==> src/rtl/pipe_hazard_ctrl_pkg.sv <==
`default_nettype none
// ============================================================================
//  Module   : pipe_pkg (file pipe_hazard_ctrl_pkg.sv)
//  Purpose  : Shared types and constants for the RV32I pipeline hazard
//             controller: FSM state encoding, forwarding-select codes and
//             the register-index width.
//  Contents : REG_AW, FWD_RF / FWD_W / FWD_M, state_t {INIT, RUN, DWAIT}
//  Revision : 1.0 - initial release
// ============================================================================
package pipe_pkg;

    localparam int REG_AW = 5;

    // E-stage operand source selects
    localparam logic [1:0] FWD_RF = 2'b00;  // register file
    localparam logic [1:0] FWD_W  = 2'b01;  // W-stage result
    localparam logic [1:0] FWD_M  = 2'b10;  // M-stage ALU result

    typedef enum logic [1:0] {
        INIT  = 2'd0,
        RUN   = 2'd1,
        DWAIT = 2'd2
    } state_t;

endpackage
`default_nettype wire

==> src/rtl/pipe_hazard_ctrl_if.sv <==
`default_nettype none
// ============================================================================
//  Module   : pipe_hazard_ctrl_if
//  Purpose  : Bundle of pipeline-status inputs and hazard-control outputs
//             exchanged between the datapath and the hazard controller.
//  Modports : master - datapath side (drives register indices / flags,
//                      receives stall, flush, forwarding and dmem_req)
//             slave  - controller side (the reverse)
//  Params   : REG_AW - register-index width
//  Revision : 1.0 - initial release
// ============================================================================
interface pipe_hazard_ctrl_if #(
    parameter int REG_AW = pipe_pkg::REG_AW
);
    logic [REG_AW-1:0] rs1_d;
    logic [REG_AW-1:0] rs2_d;
    logic [REG_AW-1:0] rs1_e;
    logic [REG_AW-1:0] rs2_e;
    logic [REG_AW-1:0] rd_e;
    logic [REG_AW-1:0] rd_m;
    logic [REG_AW-1:0] rd_w;
    logic              regwrite_m;
    logic              regwrite_w;
    logic              load_e;
    logic              pcsrc_e;
    logic              memacc_m;
    logic              dmem_ready;

    logic              dmem_req;
    logic [1:0]        fwd_a_e;
    logic [1:0]        fwd_b_e;
    logic              stall_f;
    logic              stall_d;
    logic              stall_e;
    logic              stall_m;
    logic              flush_d;
    logic              flush_e;
    logic              flush_m;
    logic              flush_w;

    modport master (
        output rs1_d, rs2_d, rs1_e, rs2_e, rd_e, rd_m, rd_w,
               regwrite_m, regwrite_w, load_e, pcsrc_e, memacc_m, dmem_ready,
        input  dmem_req, fwd_a_e, fwd_b_e,
               stall_f, stall_d, stall_e, stall_m,
               flush_d, flush_e, flush_m, flush_w
    );

    modport slave (
        input  rs1_d, rs2_d, rs1_e, rs2_e, rd_e, rd_m, rd_w,
               regwrite_m, regwrite_w, load_e, pcsrc_e, memacc_m, dmem_ready,
        output dmem_req, fwd_a_e, fwd_b_e,
               stall_f, stall_d, stall_e, stall_m,
               flush_d, flush_e, flush_m, flush_w
    );

endinterface
`default_nettype wire

==> src/rtl/pipe_hazard_ctrl_fwd.sv <==
`default_nettype none
// ============================================================================
//  Module   : fwd_unit
//  Purpose  : Combinational forwarding compare for one E-stage operand.
//             M-stage writer wins over W-stage writer; x0 is never forwarded.
//  Ports    : rs_e        in  REG_AW  source register in E
//             rd_m, rd_w  in  REG_AW  destination registers in M and W
//             regwrite_m  in  1       M writes the register file
//             regwrite_w  in  1       W writes the register file
//             fwd_sel     out 2       FWD_RF / FWD_W / FWD_M
//  Revision : 1.0 - initial release
// ============================================================================
module fwd_unit
    import pipe_pkg::*;
#(
    parameter int REG_AW = pipe_pkg::REG_AW
) (
    input  logic [REG_AW-1:0] rs_e,
    input  logic [REG_AW-1:0] rd_m,
    input  logic [REG_AW-1:0] rd_w,
    input  logic              regwrite_m,
    input  logic              regwrite_w,
    output logic [1:0]        fwd_sel
);

    logic w_rs_nz;

    assign w_rs_nz = (rs_e != '0);

    always_comb begin
        fwd_sel = FWD_RF;
        if (w_rs_nz && regwrite_m && (rs_e == rd_m)) begin
            fwd_sel = FWD_M;
        end else if (w_rs_nz && regwrite_w && (rs_e == rd_w)) begin
            fwd_sel = FWD_W;
        end
    end

endmodule
`default_nettype wire

==> src/rtl/pipe_hazard_ctrl.sv <==
`default_nettype none
// ============================================================================
//  Module   : pipe_hazard_ctrl
//  Purpose  : Hazard and sequencing controller for the 5-stage RV32I pipeline.
//             Produces stall/flush controls for the F/D/E/M/W registers,
//             the E-stage forwarding selects and the data-memory request.
//             A three-state FSM (INIT, RUN, DWAIT) inserts one reset bubble
//             cycle and holds the pipe across multi-cycle dmem accesses.
//  Ports    : clk        in   clock
//             rst_n      in   asynchronous active-low reset
//             hz         slave modport of pipe_hazard_ctrl_if
//             stall_cnt  out  CNT_W  cycles with stall_f in RUN/DWAIT  (opt)
//             flush_cnt  out  CNT_W  cycles with branch flush           (opt)
//  Options  : PIPE_PERF_CNT_EN - adds CNT_W parameter and the two counters
//  Revision : 1.0 - initial release
// ============================================================================
module pipe_hazard_ctrl
    import pipe_pkg::*;
#(
    parameter int REG_AW = pipe_pkg::REG_AW
`ifdef PIPE_PERF_CNT_EN
    ,
    parameter int CNT_W  = 32
`endif
) (
    input  logic               clk,
    input  logic               rst_n,
`ifdef PIPE_PERF_CNT_EN
    output logic [CNT_W-1:0]   stall_cnt,
    output logic [CNT_W-1:0]   flush_cnt,
`endif
    pipe_hazard_ctrl_if.slave  hz
);

    state_t            r_state;

    logic [REG_AW-1:0] w_rs1_d;
    logic [REG_AW-1:0] w_rs2_d;
    logic [REG_AW-1:0] w_rd_e;
    logic              w_active;
    logic              w_mem_req;
    logic              w_mem_stall;
    logic              w_lduse_hz;
    logic              w_req;
    logic [3:0]        w_stall;     // {f, d, e, m}
    logic [3:0]        w_flush;     // {d, e, m, w}
    logic [1:0]        w_fwd_a;
    logic [1:0]        w_fwd_b;

    assign w_rs1_d = hz.rs1_d;
    assign w_rs2_d = hz.rs2_d;
    assign w_rd_e  = hz.rd_e;

    // ------------------------------------------------------------------
    // Sequencing FSM
    // ------------------------------------------------------------------
    always_ff @(posedge clk or negedge rst_n) begin
        if (!rst_n) begin
            r_state <= INIT;
        end else begin
            case (r_state)
                INIT:    r_state <= RUN;
                RUN:     if (hz.memacc_m && !hz.dmem_ready) r_state <= DWAIT;
                DWAIT:   if (hz.dmem_ready)                 r_state <= RUN;
                default: r_state <= INIT;
            endcase
        end
    end

    assign w_active    = (r_state == RUN) || (r_state == DWAIT);

    // In DWAIT the request is held regardless of memacc_m: the M-stage
    // instruction is frozen by the stall, so the access is still pending.
    assign w_mem_req   = ((r_state == RUN) && hz.memacc_m) || (r_state == DWAIT);
    assign w_mem_stall = w_mem_req && !hz.dmem_ready;

    assign w_lduse_hz  = hz.load_e && (w_rd_e != '0) &&
                         ((w_rs1_d == w_rd_e) || (w_rs2_d == w_rd_e));

    // ------------------------------------------------------------------
    // Stall / flush decode. Reset is folded in combinationally so that
    // dmem_req drops and all registers are held/cleared the moment rst_n
    // falls, including mid-access.
    // ------------------------------------------------------------------
    always_comb begin
        w_req   = 1'b0;
        w_stall = 4'b0000;
        w_flush = 4'b0000;
        if (!rst_n) begin
            w_stall = 4'b1111;
            w_flush = 4'b1111;
        end else begin
            case (r_state)
                INIT: begin
                    w_stall = 4'b1000;
                    w_flush = 4'b1111;
                end
                RUN, DWAIT: begin
                    w_req = w_mem_req;
                    if (w_mem_stall) begin
                        // Freeze F..M; W gets a bubble. Branch and load-use
                        // are re-evaluated once E is released.
                        w_stall = 4'b1111;
                        w_flush = 4'b0001;
                    end else if (hz.pcsrc_e) begin
                        // Taken branch squashes D and E, overriding load-use.
                        w_flush = 4'b1100;
                    end else if (w_lduse_hz) begin
                        w_stall = 4'b1100;
                        w_flush = 4'b0100;
                    end
                end
                default: begin
                    w_stall = 4'b1111;
                    w_flush = 4'b1111;
                end
            endcase
        end
    end

    assign hz.dmem_req = w_req;
    assign hz.stall_f  = w_stall[3];
    assign hz.stall_d  = w_stall[2];
    assign hz.stall_e  = w_stall[1];
    assign hz.stall_m  = w_stall[0];
    assign hz.flush_d  = w_flush[3];
    assign hz.flush_e  = w_flush[2];
    assign hz.flush_m  = w_flush[1];
    assign hz.flush_w  = w_flush[0];

    // ------------------------------------------------------------------
    // Operand forwarding (state independent, forced to RF in reset)
    // ------------------------------------------------------------------
    fwd_unit #(
        .REG_AW     (REG_AW)
    ) u_fwd_a (
        .rs_e       (hz.rs1_e),
        .rd_m       (hz.rd_m),
        .rd_w       (hz.rd_w),
        .regwrite_m (hz.regwrite_m),
        .regwrite_w (hz.regwrite_w),
        .fwd_sel    (w_fwd_a)
    );

    fwd_unit #(
        .REG_AW     (REG_AW)
    ) u_fwd_b (
        .rs_e       (hz.rs2_e),
        .rd_m       (hz.rd_m),
        .rd_w       (hz.rd_w),
        .regwrite_m (hz.regwrite_m),
        .regwrite_w (hz.regwrite_w),
        .fwd_sel    (w_fwd_b)
    );

    assign hz.fwd_a_e = rst_n ? w_fwd_a : FWD_RF;
    assign hz.fwd_b_e = rst_n ? w_fwd_b : FWD_RF;

`ifdef PIPE_PERF_CNT_EN
    // ------------------------------------------------------------------
    // Performance counters (wrap naturally)
    // ------------------------------------------------------------------
    logic [CNT_W-1:0] r_stall_cnt;
    logic [CNT_W-1:0] r_flush_cnt;

    always_ff @(posedge clk or negedge rst_n) begin
        if (!rst_n) begin
            r_stall_cnt <= '0;
            r_flush_cnt <= '0;
        end else begin
            if (w_active && w_stall[3]) begin
                r_stall_cnt <= r_stall_cnt + CNT_W'(1);
            end
            // flush_d in RUN/DWAIT can only come from a taken branch
            if (w_active && w_flush[3]) begin
                r_flush_cnt <= r_flush_cnt + CNT_W'(1);
            end
        end
    end

    assign stall_cnt = r_stall_cnt;
    assign flush_cnt = r_flush_cnt;
`endif

endmodule
`default_nettype wire

==> src/flat_wrapper.sv <==
// flat-port wrapper written by rule: the top's interface ports become plain ports
module pipe_hazard_ctrl_flat import pipe_pkg::*;
#(
    parameter int REG_AW = pipe_pkg::REG_AW

)
  (clk, rst_n, hz_rs1_d, hz_rs2_d, hz_rs1_e, hz_rs2_e, hz_rd_e, hz_rd_m, hz_rd_w, hz_regwrite_m, hz_regwrite_w, hz_load_e, hz_pcsrc_e, hz_memacc_m, hz_dmem_ready, hz_dmem_req, hz_fwd_a_e, hz_fwd_b_e, hz_stall_f, hz_stall_d, hz_stall_e, hz_stall_m, hz_flush_d, hz_flush_e, hz_flush_m, hz_flush_w);
  pipe_hazard_ctrl_if #(.REG_AW(REG_AW)) hz_i ();
  input  logic clk;
  input  logic rst_n;
  input wire logic [$bits(hz_i.rs1_d)-1:0] hz_rs1_d;
  input wire logic [$bits(hz_i.rs2_d)-1:0] hz_rs2_d;
  input wire logic [$bits(hz_i.rs1_e)-1:0] hz_rs1_e;
  input wire logic [$bits(hz_i.rs2_e)-1:0] hz_rs2_e;
  input wire logic [$bits(hz_i.rd_e)-1:0] hz_rd_e;
  input wire logic [$bits(hz_i.rd_m)-1:0] hz_rd_m;
  input wire logic [$bits(hz_i.rd_w)-1:0] hz_rd_w;
  input wire logic [$bits(hz_i.regwrite_m)-1:0] hz_regwrite_m;
  input wire logic [$bits(hz_i.regwrite_w)-1:0] hz_regwrite_w;
  input wire logic [$bits(hz_i.load_e)-1:0] hz_load_e;
  input wire logic [$bits(hz_i.pcsrc_e)-1:0] hz_pcsrc_e;
  input wire logic [$bits(hz_i.memacc_m)-1:0] hz_memacc_m;
  input wire logic [$bits(hz_i.dmem_ready)-1:0] hz_dmem_ready;
  output wire logic [$bits(hz_i.dmem_req)-1:0] hz_dmem_req;
  output wire logic [$bits(hz_i.fwd_a_e)-1:0] hz_fwd_a_e;
  output wire logic [$bits(hz_i.fwd_b_e)-1:0] hz_fwd_b_e;
  output wire logic [$bits(hz_i.stall_f)-1:0] hz_stall_f;
  output wire logic [$bits(hz_i.stall_d)-1:0] hz_stall_d;
  output wire logic [$bits(hz_i.stall_e)-1:0] hz_stall_e;
  output wire logic [$bits(hz_i.stall_m)-1:0] hz_stall_m;
  output wire logic [$bits(hz_i.flush_d)-1:0] hz_flush_d;
  output wire logic [$bits(hz_i.flush_e)-1:0] hz_flush_e;
  output wire logic [$bits(hz_i.flush_m)-1:0] hz_flush_m;
  output wire logic [$bits(hz_i.flush_w)-1:0] hz_flush_w;
  assign hz_i.rs1_d = hz_rs1_d;
  assign hz_i.rs2_d = hz_rs2_d;
  assign hz_i.rs1_e = hz_rs1_e;
  assign hz_i.rs2_e = hz_rs2_e;
  assign hz_i.rd_e = hz_rd_e;
  assign hz_i.rd_m = hz_rd_m;
  assign hz_i.rd_w = hz_rd_w;
  assign hz_i.regwrite_m = hz_regwrite_m;
  assign hz_i.regwrite_w = hz_regwrite_w;
  assign hz_i.load_e = hz_load_e;
  assign hz_i.pcsrc_e = hz_pcsrc_e;
  assign hz_i.memacc_m = hz_memacc_m;
  assign hz_i.dmem_ready = hz_dmem_ready;
  assign hz_dmem_req = hz_i.dmem_req;
  assign hz_fwd_a_e = hz_i.fwd_a_e;
  assign hz_fwd_b_e = hz_i.fwd_b_e;
  assign hz_stall_f = hz_i.stall_f;
  assign hz_stall_d = hz_i.stall_d;
  assign hz_stall_e = hz_i.stall_e;
  assign hz_stall_m = hz_i.stall_m;
  assign hz_flush_d = hz_i.flush_d;
  assign hz_flush_e = hz_i.flush_e;
  assign hz_flush_m = hz_i.flush_m;
  assign hz_flush_w = hz_i.flush_w;
  pipe_hazard_ctrl #(.REG_AW(REG_AW)) u_core (.clk(clk), .rst_n(rst_n), .hz(hz_i));
endmodule
==> config.mk <==
export PLATFORM = sky130hd
export DESIGN_NAME = pipe_hazard_ctrl_flat
export DESIGN_NICKNAME = d
export VERILOG_FILES = /design/src/rtl/pipe_hazard_ctrl_pkg.sv /design/src/rtl/pipe_hazard_ctrl_if.sv /design/src/rtl/pipe_hazard_ctrl_fwd.sv /design/src/rtl/pipe_hazard_ctrl.sv /design/src/flat_wrapper.sv
export SDC_FILE = /design/constraint.sdc
export NUM_CORES = 1
export LEC_CHECK = 0
export BUFFER_PORTS_ARGS = -buffer_cell sky130_fd_sc_hd__clkbuf_2
export CAP_MARGIN = 15
export CORE_MARGIN = 4
export CORE_UTILIZATION = 25
export DETAILED_ROUTE_END_ITERATION = 16
export MAX_ROUTING_LAYER = met4
export SETUP_SLACK_MARGIN = 0.3
export SLEW_MARGIN = 20
export SYNTH_ARGS = -nofsm -noshare
export SYNTH_HDL_FRONTEND = slang
export SYNTH_SLANG_ARGS = --single-unit
==> constraint.sdc <==
create_clock -name clk -period 3.2 [get_ports clk]
set_input_delay 0 -clock clk [delete_from_list [all_inputs] [get_ports clk]]
set_output_delay 0 -clock clk [all_outputs]
set_load 0.01 [all_outputs]
==> qor.csv, run 1 <==
stage,metric,value,unit
worst_setup_path,crit path capture type,primary output,
worst_setup_path,WP buf/inv,2,
worst_setup_path,WP data arrival,1.90,ns
synth,Main synth FF type,dfrtp_1,
worst_setup_path,CP cell instances,inv_1 > ha_1 > a21oi_1 > or2_2 > a21o_1 > or2_1 > clkbuf_2,
global_routing,initial antenna violation count,0,
min_path,worst min path class,input pin to async pin,
timing,Worst Skew,0.00382,ns
global_routing,total global routing overflow,0,
synth,number of synthesized flops with an enable pin,0,
timing,Slew headroom,80.7,%
timing,final worst setup slack,1.30,ns
global_routing,first-pass GRT wire length,3.39,mm
cells_and_area,"most common cell after layout, fill and taps aside",clkbuf_2,
cells_and_area,layout cells sized above 1,47.9,%
floorplanning,FP Rows,18,
timing,Worst Tran Pin Value,0.287,ns
drt,wire per inst,12.1,µm
timing,endpoints failing setup,0,
pwr,P per Cell Area,425,nW/µm²
global_routing,largest net degree at the start of global routing,11,
drt,DR WL met3,299,µm
worst_setup_path,"reg-to-reg slack, setup",1.66,ns
synth,Synth Warn #,0,
cells_and_area,fin area,1040,µm²
drt,via total after detailed routing,848,
timing,Slew Limit Fails,0,
drt,Starting DRT DRC Count,28,
floorplanning,IO Pins,56,
floorplanning,Die Wd,61.0,µm
pwr,Leak,0.492,nW
synth,area fraction of the dominant cell type after synthesis,20.0,%
floorplanning,die height,61.0,µm
drt,Met1 Routed Length,708,µm
timing,Min Hold Slack,0.159,ns
cells_and_area,area delta synth->final,48.1,%
cells_and_area,largest register by flop count,u_core.r_state,
synth,Synth cell types,28,
place,PortBufs,55,
synth,Synth area leaders,"xnor2_1 20%, xor2_1 17%, ha_1 8.9%",
drt,DRC Markers,0,
worst_setup_path,Critical Path RT,3.20,ns
worst_setup_path,Crit-path slowest cell,dfrtp_1,
timing,Max Fclk,527,MHz
clock_tree,clock tree from TritonCTS,yes,
clock_tree,Skew-Pair Late Insertion Delay,0.22,ns
clock_tree,Post-CTS Setup Inserts,0,
worst_setup_path,r2r endpoint,u_core.r_state[1],
drt,top routing layer in use,met4,
synth,Avg Inst Size Synth,8.16,µm²
cells_and_area,Fill cells,270,
status,run status,finished clean,
timing,Setup Total Neg Slack,0,ns
drt,Initial DRT Pass Iterations,4,
cells_and_area,most frequent cells in the layout,"55 x clkbuf_2, 16 x xnor2_1, 14 x xor2_1, 7 x nor2_1, 5 x ha_1",
floorplanning,Core ar.,2570,µm²
place,Placed Area,1010,µm²
place,dpl ws,1.52,ns
worst_setup_path,Crit Path Class,register to primary output,
worst_setup_path,Critical Path Start Type,register,
synth,synthesized instance count,86,
cells_and_area,Layout Nets,194,
cells_and_area,Antenna Diode Count,0,
global_routing,vias in the first global route,868,
synth,asr flop ratio synth,100,%
clock_tree,Clock Path Buffers,2,
timing,Final Hold Viols,0,
synth,Synth Cell Area,702,µm²
place,routability cong.,0.805,
cells_and_area,registers with the most flip-flops,u_core.r_state: 2 flops,
synth,register area share after synthesis,7.13,%
worst_setup_path,FF-to-FF Start,u_core.r_state[0],
floorplanning,Initial Util,27.3,%
cells_and_area,max FFs per register,2,
worst_setup_path,Worst Reg-to-Reg Cells,5,
worst_setup_path,max incr delay on CP,0.40,ns
clock_tree,CTS Buf Count,3,
drt,vias per std cell,4.87,
worst_setup_path,"critical path fanouts, max",4,
synth,Synth area leader,xnor2_1,
drt,Final ANT Viol Nets,0,
place,DP HPWL,1.98,mm
global_routing,Total GRT Usage,12.4,%
timing,Tcrit/Tclk final,59.3,%
clock_tree,Sink Count,2,
clock_tree,CTS root buf,clkbuf_4,
timing,crit path time final,1.90,ns
job,Max Cap Viol,0,
timing,RSZ-0062 raised after global routing,false,
synth,syn nets,134,
drt,WL met2,1.06,mm
worst_setup_path,"CP delay by family, top",simple AND/OR/NAND/NOR gates,
clock_tree,Worst-path clk slew,0.03,ns
floorplanning,DIE AREA,3720,µm²
synth,"flops & latches, synth",2,
clock_tree,H-tree depth,1,
drt,final WL,2.10,mm
pwr,peak supply drop,189,µV
[timing repair]
| item | in CTS | in global routing |
|---|---|---|
| hold buffers | 1 | 0 |
| gates resized for setup | 0 | 0 |
| hold endpoints to repair | 2 | 0 |
[stage by stage]
step,total power (W),instances,utilization [%]
detailed placement,0.000392,170,39.2
floorplan,0.000271,86,-
CTS,0.000453,174,40.5
finish,0.000442,174,40.5
global placement,0.000379,170,39.2
global route,0.000491,174,40.5
[cells in the mapped netlist, types with 3 or more instances]
master / number
nor3_1: 4
nand3_1: 4
xnor2_1: 16
nand4_1: 4
xor2_1: 14
nor4_2: 4
nor2_1: 7
ha_1: 5
a21o_1: 3
[worst max-delay path by stage]
stage                           start         end  slack (ns)  cells past startpoint
floorplan           u_core.r_state[1]  hz_flush_e        1.70                      6
global placement    u_core.r_state[1]  hz_flush_e        1.63                      7
detailed placement  u_core.r_state[1]  hz_flush_e        1.52                      7
CTS                 u_core.r_state[1]  hz_flush_e        1.27                      7
global route        u_core.r_state[1]  hz_flush_e        1.18                      7
finish              u_core.r_state[1]  hz_flush_e        1.30                      7
[cell families after synthesis]
logic type,after synthesis,synth area share [%]
buffers and inverters,3,2.14
DFF,2,7.13
adders and majority gates,5,8.91
AOI/OAI and AO/OA,9,8.56
and+or+nand+nor,36,34.2
muxes,1,1.60
xor gates and xnor gates,30,37.4
[per-layer routing]
| layer | global-route usage [%] | vias up |
|---|---|---|
| li1 | - | 418 |
| met5 | - | - |
| met1 | 11.5 | 380 |
| met2 | 24.3 | 48 |
| met4 | 3.72 | 0 |
| met3 | 3.62 | 2 |
[where the power goes]
| part | internal [W] | switching, W | leakage (nW) | total [W] |
|---|---|---|---|---|
| Clock | 0.0000414 | 0.0000147 | 0.0138 | 0.0000561 |
| Combinational | 0.000151 | 0.000181 | 0.454 | 0.000332 |
| Sequential | 0.0000389 | 0.0000157 | 0.0242 | 0.0000546 |
[final cells by class]
cell class                      count  area, µm²  share of cell area [%]
Clock buffer                        3       22.5                    2.17
Timing Repair Buffer               56        285                    27.4
Inverter                            2       7.51                   0.722
Multi-Input combinational cell     81        637                    61.3
Tap cell                           30       37.5                    3.61
Sequential cell                     2       50.0                    4.81
[worst reg2reg max path: stages (launching register included)]
cell     delay, ns
dfrtp_1       0.41
inv_1         0.09
ha_1          0.23
nor2b_1       0.13
a21oi_1       0.21
mux2_2        0.36
Power figures use the tool's default switching activity.
==> run 2, diff against run 1 <==
==> constraint.sdc (replaced) <==
create_clock -name clk -period 1.55 [get_ports clk]
set_input_delay 0 -clock clk [delete_from_list [all_inputs] [get_ports clk]]
set_output_delay 0 -clock clk [all_outputs]
set_load 0.01 [all_outputs]
==> run 2 against run 1 <==
  * The run now ends with setup timing left
  * Utilization rose by 7.7 points
  * Combinational power grew to 3.2 times the previous value
  * Sequential cell count is the same
  * Die area is the same
  * Clock skew increased by 0.0030 ns
  * Final area rose by 19%
  * Power increased to 3.0 times the previous value
  * Critical path depth unchanged
  * Setup slack lost 1.4 ns
  * Non-clock buffer count is 9 higher
  * Routed wire length up 13%
  * Critical path type unchanged
  * Critical endpoint unchanged
  * Largest cell class unchanged
==> qor.csv, run 2 (synthesis results as in run 1) <==
stage,metric,value,unit
floorplanning,Core ar.,2570,µm²
clock_tree,CTS root buf,clkbuf_4,
floorplanning,IO Pins,56,
min_path,worst min path class,input pin to register,
worst_setup_path,"reg-to-reg slack, setup",0.07,ns
drt,vias per std cell,4.60,
cells_and_area,fin area,1240,µm²
floorplanning,FP Rows,18,
timing,Slew Limit Fails,0,
clock_tree,clock tree from TritonCTS,yes,
cells_and_area,Storage cell area,52.6,µm²
cells_and_area,Antenna Diode Count,0,
worst_setup_path,Crit Path Class,register to primary output,
global_routing,largest net degree at the start of global routing,10,
global_routing,first-pass GRT wire length,3.72,mm
cells_and_area,Fill cells,274,
global_routing,met1 GRT Util,15.7,%
drt,DRC Markers,0,
cells_and_area,area delta synth->final,76.1,%
floorplanning,Die Wd,61.0,µm
status,run status,"finished, violations left",
timing,endpoints failing setup,3,
drt,wire per inst,12.8,µm
global_routing,met2 GRT Util,24.3,%
clock_tree,H-tree depth,1,
global_routing,initial antenna violation count,0,
pwr,Leak,0.562,nW
cells_and_area,max FFs per register,2,
drt,via total after detailed routing,847,
worst_setup_path,WP data arrival,1.65,ns
global_routing,Total GRT Usage,13.7,%
timing,final worst setup slack,-0.101,ns
timing,Worst Tran Pin Value,0.269,ns
cells_and_area,Finished Core Util,48.1,%
worst_setup_path,"critical path fanouts, max",3,
pwr,peak supply drop,918,µV
cells_and_area,most frequent cells in the layout,"45 x clkbuf_2, 16 x xnor2_1, 14 x xor2_1, 9 x buf_4, 7 x nor2_1",
floorplanning,Initial Util,27.3,%
cells_and_area,"most common cell after layout, fill and taps aside",clkbuf_2,
place,routability cong.,0.778,
cells_and_area,area of the multi-input gates,717,µm²
job,Max Cap Viol,0,
timing,Final Hold Viols,0,
cells_and_area,largest register by flop count,u_core.r_state,
worst_setup_path,crit path capture type,primary output,
drt,Final ANT Viol Nets,0,
timing,Tcrit/Tclk final,107,%
cells_and_area,registers with the most flip-flops,u_core.r_state: 2 flops,
worst_setup_path,Critical Path RT,1.55,ns
clock_tree,Clock Path Buffers,2,
clock_tree,Worst-path clk slew,0.03,ns
floorplanning,die height,61.0,µm
pwr,P per Cell Area,1070,nW/µm²
global_routing,met3 Usage GRT,1.06,%
pwr,Power Total,0.00132,W
worst_setup_path,Critical Path Start Type,register,
clock_tree,CTS Buf Count,3,
clock_tree,Sink Count,2,
cells_and_area,Layout Nets,203,
place,PortBufs,55,
drt,Starting DRT DRC Count,10,
timing,Max Fclk,606,MHz
cells_and_area,layout cells sized above 1,58.4,%
clock_tree,Skew-Pair Late Insertion Delay,0.23,ns
drt,Initial DRT Pass Iterations,2,
global_routing,GRT busiest layer,met2,
cells_and_area,fin cells,184,
timing,crit path time final,1.65,ns
floorplanning,DIE AREA,3720,µm²
place,Placed Area,1050,µm²
timing,RSZ-0062 raised after global routing,true,
timing,Slew headroom,81.9,%
global_routing,total global routing overflow,0,
global_routing,vias in the first global route,855,
status,failing checks,setup timing,
place,DP HPWL,2.10,mm
place,DP Cell Count,170,
timing,Worst Skew,0.00687,ns
drt,final WL,2.36,mm
[run 2: cell count changes in the layout (fill, tap and decap cells not counted), moves of 2 or more]
cell / delta
buf_6: +3
ha_1: -3
ha_4: +3
dfrtp_2: +2
buf_4: +9
inv_1: -2
buf_2: +5
inv_4: +2
a21oi_2: +2
dfrtp_1: -2
a21oi_1: -2
clkbuf_2: -10
[run 2: layout make-up]
cell class	count	share of cell area, %
Sequential cell	2	4.25
Multi-Input combinational cell	81	58.0
Inverter	2	1.01
Tap cell	30	3.04
Timing Repair Buffer	65	31.6
Clock buffer	4	2.13
[run 2: where the power goes]
group	leakage (nW)	switching, W	internal (W)
Clock	0.0150	0.0000345	0.0000959
Sequential	0.0220	0.0000500	0.0000854
Combinational	0.525	0.000496	0.000560
Total	0.562	0.000580	0.000742
[run 2: metrics by stage]
step	setup WS [ns]	TNS (ns)	hold slack, ns
2_1_floorplan	0.160	0	-0.296
3_3_place_gp	0.0895	0	-0.145
3_5_place_dp	0.0607	0	-0.148
4_1_cts	-0.110	-0.166	0.211
5_1_grt	-0.169	-0.378	0.222
6_report	-0.101	-0.135	0.206
[run 2: worst paths after layout]
kind / from / cells past startpoint / to
hold reg to reg: u_core.r_state[0] / 3 / u_core.r_state[0]
setup reg to reg: u_core.r_state[0] / 6 / u_core.r_state[1]
hold / removal: hz_memacc_m / 4 / u_core.r_state[0]
min in group asynchronous: rst_n / 2 / u_core.r_state[0]
max in group asynchronous: rst_n / 2 / u_core.r_state[1]
setup / recovery: u_core.r_state[1] / 7 / hz_flush_e
[run 2: timing repair]
action | CTS | global route
setup endpoints to repair | 12 | 12
pin swaps | 4 | 5
hold endpoints to repair | 2 | 0
buffers inserted | 5 | 4
hold buffers | 1 | 0
resized for setup | 10 | 18
[run 2: worst max-delay path: stages, from the launching register on]
cell      delay (ns)
dfrtp_2         0.44
inv_4           0.09
ha_4            0.13
a21oi_2         0.06
or2_4           0.22
a21o_1          0.16
or2_1           0.20
clkbuf_2        0.13
[run 2: metal layers]
metal / wire length (µm) / share of wire, %
met4: 34 / 1.4
met5: 0 / 0
met1: 893 / 38
met3: 56 / 2.4
met2: 1380 / 58
==> run 3, diff against run 2 <==
--- a/config.mk
+++ b/config.mk
@@ -11,6 +11,7 @@
 export CORE_UTILIZATION = 25
 export DETAILED_ROUTE_END_ITERATION = 16
 export MAX_ROUTING_LAYER = met4
+export PLACE_DENSITY_LB_ADDON = 0.2
 export SETUP_SLACK_MARGIN = 0.3
 export SLEW_MARGIN = 20
 export SYNTH_ARGS = -nofsm -noshare
==> run 3 against run 2 <==
  * The run still ends with setup timing left
  * Utilization down 2.5 points
  * Sequential cell count unchanged
  * Final area down 5.3%
  * Count of clock-buffer cells in the layout unchanged
  * Critical path depth unchanged
  * Fmax down 2.2%
  * Clock skew up 0.0026 ns
  * Sequential share of layout area up 0.13 points
  * First-iteration DRC count up 50%
  * Critical path type unchanged
  * Critical endpoint unchanged
  * Highest routed layer unchanged
==> qor.csv, run 3 (synthesis results as in run 1) <==
stage,metric,value,unit
worst_setup_path,WP data arrival,1.69,ns
place,DP Cell Count,170,
timing,Max Fclk,593,MHz
global_routing,Total GRT Usage,12.9,%
clock_tree,CTS Buf Count,3,
clock_tree,clock tree from TritonCTS,yes,
place,PortBufs,55,
cells_and_area,Antenna Diode Count,0,
timing,endpoints failing setup,4,
worst_setup_path,"critical path fanouts, max",4,
floorplanning,IO Pins,56,
timing,Slew headroom,81.3,%
drt,via total after detailed routing,848,
place,routability cong.,0.712,
pwr,Switch Pwr,0.000570,W
drt,Initial DRT Pass Iterations,4,
cells_and_area,registers with the most flip-flops,u_core.r_state: 2 flops,
clock_tree,Skew-Pair Late Insertion Delay,0.23,ns
job,Max Cap Viol,0,
drt,DRC Markers,0,
cells_and_area,layout cells sized above 1,55.3,%
global_routing,met3 Usage GRT,1.28,%
timing,final worst setup slack,-0.137,ns
place,DP HPWL,2.01,mm
pwr,Logic pwr share,80.0,%
timing,Worst Skew,0.00946,ns
timing,Worst Tran Pin Value,0.278,ns
cells_and_area,Finished Core Util,45.6,%
global_routing,largest net degree at the start of global routing,10,
pwr,Switching Share,44.0,%
floorplanning,Initial Util,27.3,%
clock_tree,Worst-path clk slew,0.04,ns
worst_setup_path,crit path capture type,primary output,
cells_and_area,fin cells,182,
clock_tree,Clock Path Buffers,2,
worst_setup_path,max incr delay on CP,0.45,ns
cells_and_area,area delta synth->final,66.8,%
worst_setup_path,Crit Path Class,register to primary output,
cells_and_area,Layout Nets,201,
timing,Slew Limit Fails,0,
global_routing,met1 GRT Util,12.9,%
clock_tree,H-tree depth,1,
floorplanning,Core ar.,2570,µm²
floorplanning,Die Wd,61.0,µm
timing,Min Hold Slack,0.188,ns
worst_setup_path,WP buf/inv,2,
global_routing,total global routing overflow,0,
status,run status,"finished, violations left",
global_routing,first-pass GRT wire length,3.58,mm
timing,Final Hold Viols,0,
drt,Final ANT Viol Nets,0,
clock_tree,CTS root buf,clkbuf_4,
pwr,peak supply drop,903,µV
global_routing,met2 GRT Util,25.6,%
worst_setup_path,"CP delay by family, top",flip-flops,
pwr,Leak,0.538,nW
floorplanning,DIE AREA,3720,µm²
cells_and_area,"most common cell after layout, fill and taps aside",clkbuf_2,
worst_setup_path,Critical Path Start Type,register,
global_routing,GRT busiest layer,met2,
cells_and_area,max FFs per register,2,
global_routing,initial antenna violation count,0,
pwr,P per Cell Area,1110,nW/µm²
place,dpl ws,0.0476,ns
status,failing checks,setup timing,
worst_setup_path,Crit-path slowest cell,dfrtp_2,
floorplanning,die height,61.0,µm
drt,Starting DRT DRC Count,15,
cells_and_area,most frequent cells in the layout,"49 x clkbuf_2, 16 x xnor2_1, 14 x xor2_1, 7 x nor2_1, 7 x buf_4",
timing,Tcrit/Tclk final,109,%
drt,wire per inst,12.6,µm
timing,RSZ-0062 raised after global routing,true,
drt,final WL,2.30,mm
global_routing,vias in the first global route,911,
worst_setup_path,CP cell instances,inv_4 > ha_4 > a21oi_4 > or2_4 > a21o_1 > or2_1 > clkbuf_2,
clock_tree,Sink Count,2,
pwr,Sequential Power Share,9.9,%
pwr,Internal,0.000726,W
timing,crit path time final,1.69,ns
floorplanning,FP Rows,18,
pwr,clock power share,10.1,%
drt,vias per std cell,4.66,
worst_setup_path,Critical Path RT,1.55,ns
pwr,Power Total,0.00130,W
min_path,worst min path class,input pin to register,
cells_and_area,largest register by flop count,u_core.r_state,
[run 3: changes by cell type in the layout (fill, tap and decap cells not counted), sizes merged]
cell,previous run,this run
clkbuf,50,53
buf,18,13
[run 3: worst reg2reg max path, stage by stage (launching register included)]
cell and delay (ns):
dfrtp_1 0.40, buf_4 0.16, ha_4 0.17, nor2b_1 0.12, a21oi_1 0.19, mux2_2 0.36
[run 3: layer usage]
layer  share of wire [%]  vias up  wire [µm]
met5                   0        -          0
met4                0.65        0         15
met3                 4.7        2        108
met2                  60       18       1370
met1                  35      396        805
li1                    -      432          -
[run 3: final timing paths]
check,from,to,slack [ns],cells after the start
max in group asynchronous,rst_n,u_core.r_state[0],1.15,2
min in group asynchronous,rst_n,u_core.r_state[0],0.25,2
min,hz_memacc_m,u_core.r_state[0],0.19,4
max,u_core.r_state[0],hz_flush_e,-0.14,7
min reg2reg,u_core.r_state[1],u_core.r_state[1],0.67,2
max reg2reg,u_core.r_state[1],u_core.r_state[1],0.04,5
[run 3: area by class of cell]
cell class                 count  area, µm²
inverter                       2       10.0
fill                         280       1400
sequential                     2       51.3
timing repair buffer          63        350
clock buffer                   4       26.3
multi-input combinational     81        696
tap                           30       37.5
[run 3: power groups by stage]
stage	Combinational [W]	Sequential, W	Clock (W)
finish	0.00104	0.000128	0.000131
CTS	0.000955	0.000123	0.000140
detailed placement	0.000814	0.000131	0
floorplan	0.000544	0.000122	0
global placement	0.000790	0.000126	0
global route	0.00114	0.000132	0.000146
[run 3: per-stage QoR]
stage | TNS, ns | area [µm²]
floorplan | 0 | 747
global placement | 0 | 1050
detailed placement | 0 | 1050
CTS | -0.370 | 1140
global route | -0.895 | 1170
finish | -0.338 | 1170
[run 3: what timing repair did]
item | CTS | global route
hold endpoints to repair | 2 | 0
setup endpoints to repair | 13 | 12
buffers inserted | 6 | 1
hold buffers | 1 | 0
gates resized for setup | 1 | 11
pin swaps | 4 | 2
